<file path="src/rtl/gfx256_pixel_reader.sv">
// gfx256_pixel_reader: fetches one 8/16/32bpp pixel from a bitmap
// through a single 256-bit word cache in front of a memory port.
module gfx256_pixel_reader #(
  parameter int point_width = 16
) (
  input  logic                   clk_i,
  input  logic                   rst_ni,
  input  logic [31:0]            target_base_i,
  input  logic [point_width-1:0] target_size_x_i,
  input  logic [1:0]             color_depth_i,
  input  logic [point_width-1:0] pixel_x_i,
  input  logic [point_width-1:0] pixel_y_i,
  input  logic                   read_i,
  output logic                   ack_o,
  output logic [31:0]            color_o,
  input  logic                   invalidate_i,
  output logic                   read_o,
  output logic [31:0]            read_addr_o,
  input  logic [255:0]           read_dat_i,
  input  logic                   read_ack_i
);

  typedef enum logic [2:0] {
    IDLE,
    CALC1,
    CALC2,
    CHECK,
    WAIT,
    EXTRACT
  } state_e;

  state_e state_q, state_d;

  logic [point_width-1:0] x_q, x_d;
  logic [point_width-1:0] y_q, y_d;
  logic [point_width-1:0] w_q, w_d;
  logic [31:0]            base_q, base_d;
  logic [1:0]             depth_q, depth_d;

  logic [31:0] lin_q, lin_d;
  logic [31:0] word_addr_q, word_addr_d;
  logic [7:0]  bit_off_q, bit_off_d;

  logic [31:0]  tag_q, tag_d;
  logic         valid_q, valid_d;
  logic [255:0] cache_q;
  logic         cache_we;

  logic        rd_q, rd_d;
  logic [31:0] raddr_q, raddr_d;
  logic        ack_q, ack_d;
  logic [31:0] color_q, color_d;

  logic [1:0]  shamt;
  logic [31:0] byte_off;
  logic [31:0] addr_sum;
  logic [31:0] win;
  logic [31:0] pix;
  logic        hit;

  // Bytes per pixel as a shift; 11 is treated as 32bpp.
  always_comb begin
    unique case (depth_q)
      2'b00:   shamt = 2'd0;
      2'b01:   shamt = 2'd1;
      default: shamt = 2'd2;
    endcase
  end

  // Address split into the aligned word and the bit position inside it.
  always_comb begin
    byte_off = lin_q << shamt;
    addr_sum = base_q + byte_off;
  end

  // Pixel select from the cached word, zero-extended to 32 bits.
  always_comb begin
    win = 32'(cache_q >> bit_off_q);
    unique case (depth_q)
      2'b00:   pix = {24'd0, win[7:0]};
      2'b01:   pix = {16'd0, win[15:0]};
      default: pix = win;
    endcase
  end

  assign hit = valid_q && (word_addr_q == tag_q);

  // Next-state and datapath control.
  always_comb begin
    state_d     = state_q;
    x_d         = x_q;
    y_d         = y_q;
    w_d         = w_q;
    base_d      = base_q;
    depth_d     = depth_q;
    lin_d       = lin_q;
    word_addr_d = word_addr_q;
    bit_off_d   = bit_off_q;
    tag_d       = tag_q;
    valid_d     = valid_q;
    cache_we    = 1'b0;
    rd_d        = rd_q;
    raddr_d     = raddr_q;
    ack_d       = 1'b0;
    color_d     = color_q;

    unique case (state_q)
      IDLE: begin
        if (read_i) begin
          x_d     = pixel_x_i;
          y_d     = pixel_y_i;
          w_d     = target_size_x_i;
          base_d  = target_base_i;
          depth_d = color_depth_i;
          state_d = CALC1;
        end
      end
      CALC1: begin
        lin_d   = 32'(y_q) * 32'(w_q) + 32'(x_q);
        state_d = CALC2;
      end
      CALC2: begin
        word_addr_d = {addr_sum[31:5], 5'd0};
        bit_off_d   = {addr_sum[4:0], 3'd0};
        state_d     = CHECK;
      end
      CHECK: begin
        if (hit) begin
          state_d = EXTRACT;
        end else begin
          rd_d    = 1'b1;
          raddr_d = word_addr_q;
          state_d = WAIT;
        end
      end
      WAIT: begin
        if (read_ack_i) begin
          cache_we = 1'b1;
          tag_d    = word_addr_q;
          valid_d  = 1'b1;
          rd_d     = 1'b0;
          state_d  = EXTRACT;
        end
      end
      EXTRACT: begin
        color_d = pix;
        ack_d   = 1'b1;
        state_d = IDLE;
      end
      default: state_d = IDLE;
    endcase

    // Invalidate wins over a fill landing in the same cycle.
    if (invalidate_i) valid_d = 1'b0;
  end

  // State and control registers.
  always_ff @(posedge clk_i or negedge rst_ni) begin
    if (!rst_ni) begin
      state_q     <= IDLE;
      x_q         <= '0;
      y_q         <= '0;
      w_q         <= '0;
      base_q      <= '0;
      depth_q     <= '0;
      lin_q       <= '0;
      word_addr_q <= '0;
      bit_off_q   <= '0;
      tag_q       <= '0;
      valid_q     <= 1'b0;
      rd_q        <= 1'b0;
      raddr_q     <= '0;
      ack_q       <= 1'b0;
      color_q     <= '0;
    end else begin
      state_q     <= state_d;
      x_q         <= x_d;
      y_q         <= y_d;
      w_q         <= w_d;
      base_q      <= base_d;
      depth_q     <= depth_d;
      lin_q       <= lin_d;
      word_addr_q <= word_addr_d;
      bit_off_q   <= bit_off_d;
      tag_q       <= tag_d;
      valid_q     <= valid_d;
      rd_q        <= rd_d;
      raddr_q     <= raddr_d;
      ack_q       <= ack_d;
      color_q     <= color_d;
    end
  end

  // Cache word needs no reset; the valid bit guards it.
  always_ff @(posedge clk_i) begin
    if (cache_we) cache_q <= read_dat_i;
  end

  assign read_o      = rd_q;
  assign read_addr_o = raddr_q;
  assign ack_o       = ack_q;
  assign color_o     = color_q;

endmodule
</file>
<file path="config.mk">
export PLATFORM = sky130hd
export DESIGN_NAME = gfx256_pixel_reader
export DESIGN_NICKNAME = d
export VERILOG_FILES = /design/src/rtl/gfx256_pixel_reader.sv
export SDC_FILE = /design/constraint.sdc
export NUM_CORES = 2
export LEC_CHECK = 0
export CAP_MARGIN = 20
export CORE_UTILIZATION = 52
export DETAILED_ROUTE_END_ITERATION = 6
export GPL_TIMING_DRIVEN = 0
export PLACE_DENSITY = 0.79
export SLEW_MARGIN = 20
export SYNTH_ARGS = -nofsm -noshare
export SYNTH_HDL_FRONTEND = slang
export SYNTH_SLANG_ARGS = --single-unit
</file>
<file path="constraint.sdc">
create_clock -name clk_i -period 8.5 [get_ports clk_i]
set_input_delay 1.275 -clock clk_i [delete_from_list [all_inputs] [get_ports clk_i]]
set_output_delay 1.275 -clock clk_i [all_outputs]
set_load 0.005 [all_outputs]
</file>
==> impl_metrics.ini <==
[outcome]
outcome = finished, violations left
violations = DRC

[finish]
layout.nets = 4247
register_area_um2 = 13600
layout-drive-gt1-share_pct = 12.3
multi_input_area_um2 = 20100
num-fill-cells = 5287
syn2layout_area_growth_pct = 19.9

[logic_synthesis]
synth-edff-count = 256
synth_mux_area_share_pct = 20.5
avgSynthCellArea_um2 = 11.6
yosysSeqAreaShare_pct = 38.2
yosysWarningCount = 0
yosys.area_share.simple_pct = 9.40
synth_cell_types = 78
synthAdderAreaFrac_pct = 16.6
synth_cells = 3088
synth_top_family_by_area = multiplexers
synth_flop_cell = edfxtp_1
async_reset_ff_share_pct = 48.2
mappedNetlistArea_um2 = 35700
synth_compound_area_share_pct = 7.84
synthXorXnorAreaFrac_pct = 1.77
ys_ff_latch = 494

[clocking]
cts_buffers = 53
cts_num_sinks = 494
cts-hold-fix-buffers = 0
post_cts_resized = 0
clk_path_buf_depth = 3
clkTransAtPathRegs_ns = 0.06
insertion_delay_ns = 0.63
htreeDepth = 2
cts_tree = yes
clock-root-buffer = clkbuf_16
post-cts-setup-buffers = 0

[die]
ios = 409
dieArea_um2 = 69700
core_um2 = 67500
rows = 95
start_util_pct = 52.9
fp.dieW_um = 264
die_y_um = 264

[routing]
avgRoutedWirePerCell_um = 26.9
drcViolationCount = 1
dr.pass1.iters = 7
ant_nets = 0
routed_via_density = 6.20
postRouteWirelength_mm = 120
drt_iter0_markers = 3405
vias = 27800

[grt]
grt_pass1_wl_mm = 177
grt_usage_pct = 34.6
antenna_found_initial = 8
grt_pass1_vias = 27900
grt_max_degree = 99
grt.overflow.total = 0

[run]
cap_viol_max_count = 0

[timing]
fin_crit_ns = 6.80
holdWs_ns = 0.482
max_freq_mhz = 147
hold_viol = 0
finalMaxSlewViolations = 0
setup_violations = 0
rsz0062_at_grt = false
skew_ns = 0.0216
tightest_slew_ns = 1.26
fin_crit_sh_pct = 80.1
slew_headroom_pct = 16.0

[worst_setup_path]
cp-end-kind = flop
worstPathMaxFanout = 10
arrival_ns = 7.31
path_class = reg -> reg
required_ns = 9.00
cp-start-kind = flop

[place]
io_buffers = 403
hpwl_mm = 93.8
gp_congestion = 1.08

[worst_hold_path]
hold_class = reg -> reg
[cells in the mapped netlist (all sizes together), types with 32 or more instances]
cell / number / area share [%]
fa: 211 / 12
dfrtp: 238 / 17
a21oi: 92 / 1.3
ha: 137 / 4.8
a211oi: 41 / 0.86
mux2: 107 / 3.4
xnor2: 49 / 1.2
inv: 292 / 3.1
nor2: 65 / 0.69
mux4: 164 / 10
edfxtp: 256 / 22
clkbuf: 101 / 1.1
mux2i: 241 / 6.8
a21o: 32 / 0.68
and2: 124 / 2.2
nand2: 423 / 4.4
buf: 93 / 1.5
o21ai: 170 / 2.4
[worst max-delay path, stage by stage, from the launching register on]
cell	delay, ns
dfrtp_1	0.55
clkbuf_1	0.56
nand2_1	0.19
fa_1	0.54
fa_1	0.53
fa_1	0.53
inv_1	0.06
fa_1	0.49
fa_1	0.49
inv_1	0.05
fa_1	0.53
inv_1	0.06
ha_1	0.35
inv_1	0.07
nor4_1	0.34
a22oi_2	0.19
o31ai_1	0.58
and4_1	0.29
o21ai_0	0.08
a31o_1	0.21
[cell usage in the layout, fill, tap and decap left out, types with 20 or more instances in the layout]
cell and instances:
o21ai_1 46, a211oi_1 41, nor2_1 64, o21ai_0 124, clkbuf_16 56, mux2_1 20
inv_1 292, xnor2_1 49, edfxtp_1 256, o211ai_1 20, and2_1 124, buf_2 51
dfrtp_1 238, clkdlybuf4s50_1 402, nand2_1 423, buf_4 28, nand3_1 20, nor2b_1 29
fa_1 211, ha_1 137, a21oi_1 91, mux2i_1 241, a21o_1 30, xor2_1 23
clkbuf_1 111, mux2_2 87, mux4_2 164
[per-stage QoR]
step                      setup slack [ns]  utilization (%)  std cells  instance area (um^2)  setup TNS (ns)
final                                 1.70             63.4       4481                 42800               0
after global routing                  1.37             63.4       4473                 42800               0
after CTS                             1.76             63.4       4473                 42800               0
after detailed placement              1.78             60.7       4374                 41000               0
after global placement               -3.94             60.5       4368                 40900         -927.32
after floorplan                       2.57                -       3092                 35700               0
[registers in the layout, summed over array words and instances, names as in the netlist]
signal	cells
read_addr_o	27
tag_q	27
bit_off_q	5
y_q	16
w_q	16
state_q	3
valid_q	1
x_q	16
lin_q	32
cache_q	256
ack_o	1
base_q	32
depth_q	2
word_addr_q	27
color_o	32
read_o	1
[cells by family after synthesis]
family / after synthesis
AND/OR/NAND/NOR: 732
multiplexers: 512
flip-flops: 494
buffers and inverters: 486
AO/OA/AOI/OAI: 443
adder cells (fa/ha/maj): 348
XOR/XNOR: 72
other: 1
[routing by layer]
metal  track usage [%]  vias to the layer above  share of wire [%]
met5                 0                        -               0.11
met4              12.9                       14                4.4
met3              12.9                      381                 13
met2              52.7                     1874                 44
met1              45.3                    13700                 38
li1                  -                    11800                  -
[layout make-up]
class                      count  area share (%)
sequential                   494            31.9
antenna                        8          0.0468
clock inverter                28           0.707
multi-input combinational   2112            46.9
clock buffer                  71            3.50
buffer                       194            2.20
timing repair buffer         409            9.71
inverter                     292            2.56
tap                          873            2.55
[final timing paths]
| kind | cells after the start | slack [ns] | end | startpoint |
|---|---|---|---|---|
| max | 19 | 1.70 | lin_q[28] | y_q[11] |
| min | 1 | 0.48 | read_addr_o[21] | read_addr_o[21] |
| max reg2reg | 19 | 1.70 | lin_q[28] | y_q[11] |
| min reg2reg | 1 | 0.48 | read_addr_o[21] | read_addr_o[21] |
| max in group asynchronous | 2 | 7.07 | w_q[15] | rst_ni |
| min in group asynchronous | 1 | 0.58 | base_q[19] | rst_ni |
Power is left out: the tool's default activity adds up to more than one toggle a clock period on the data nets, which glitch-free logic cannot reach.
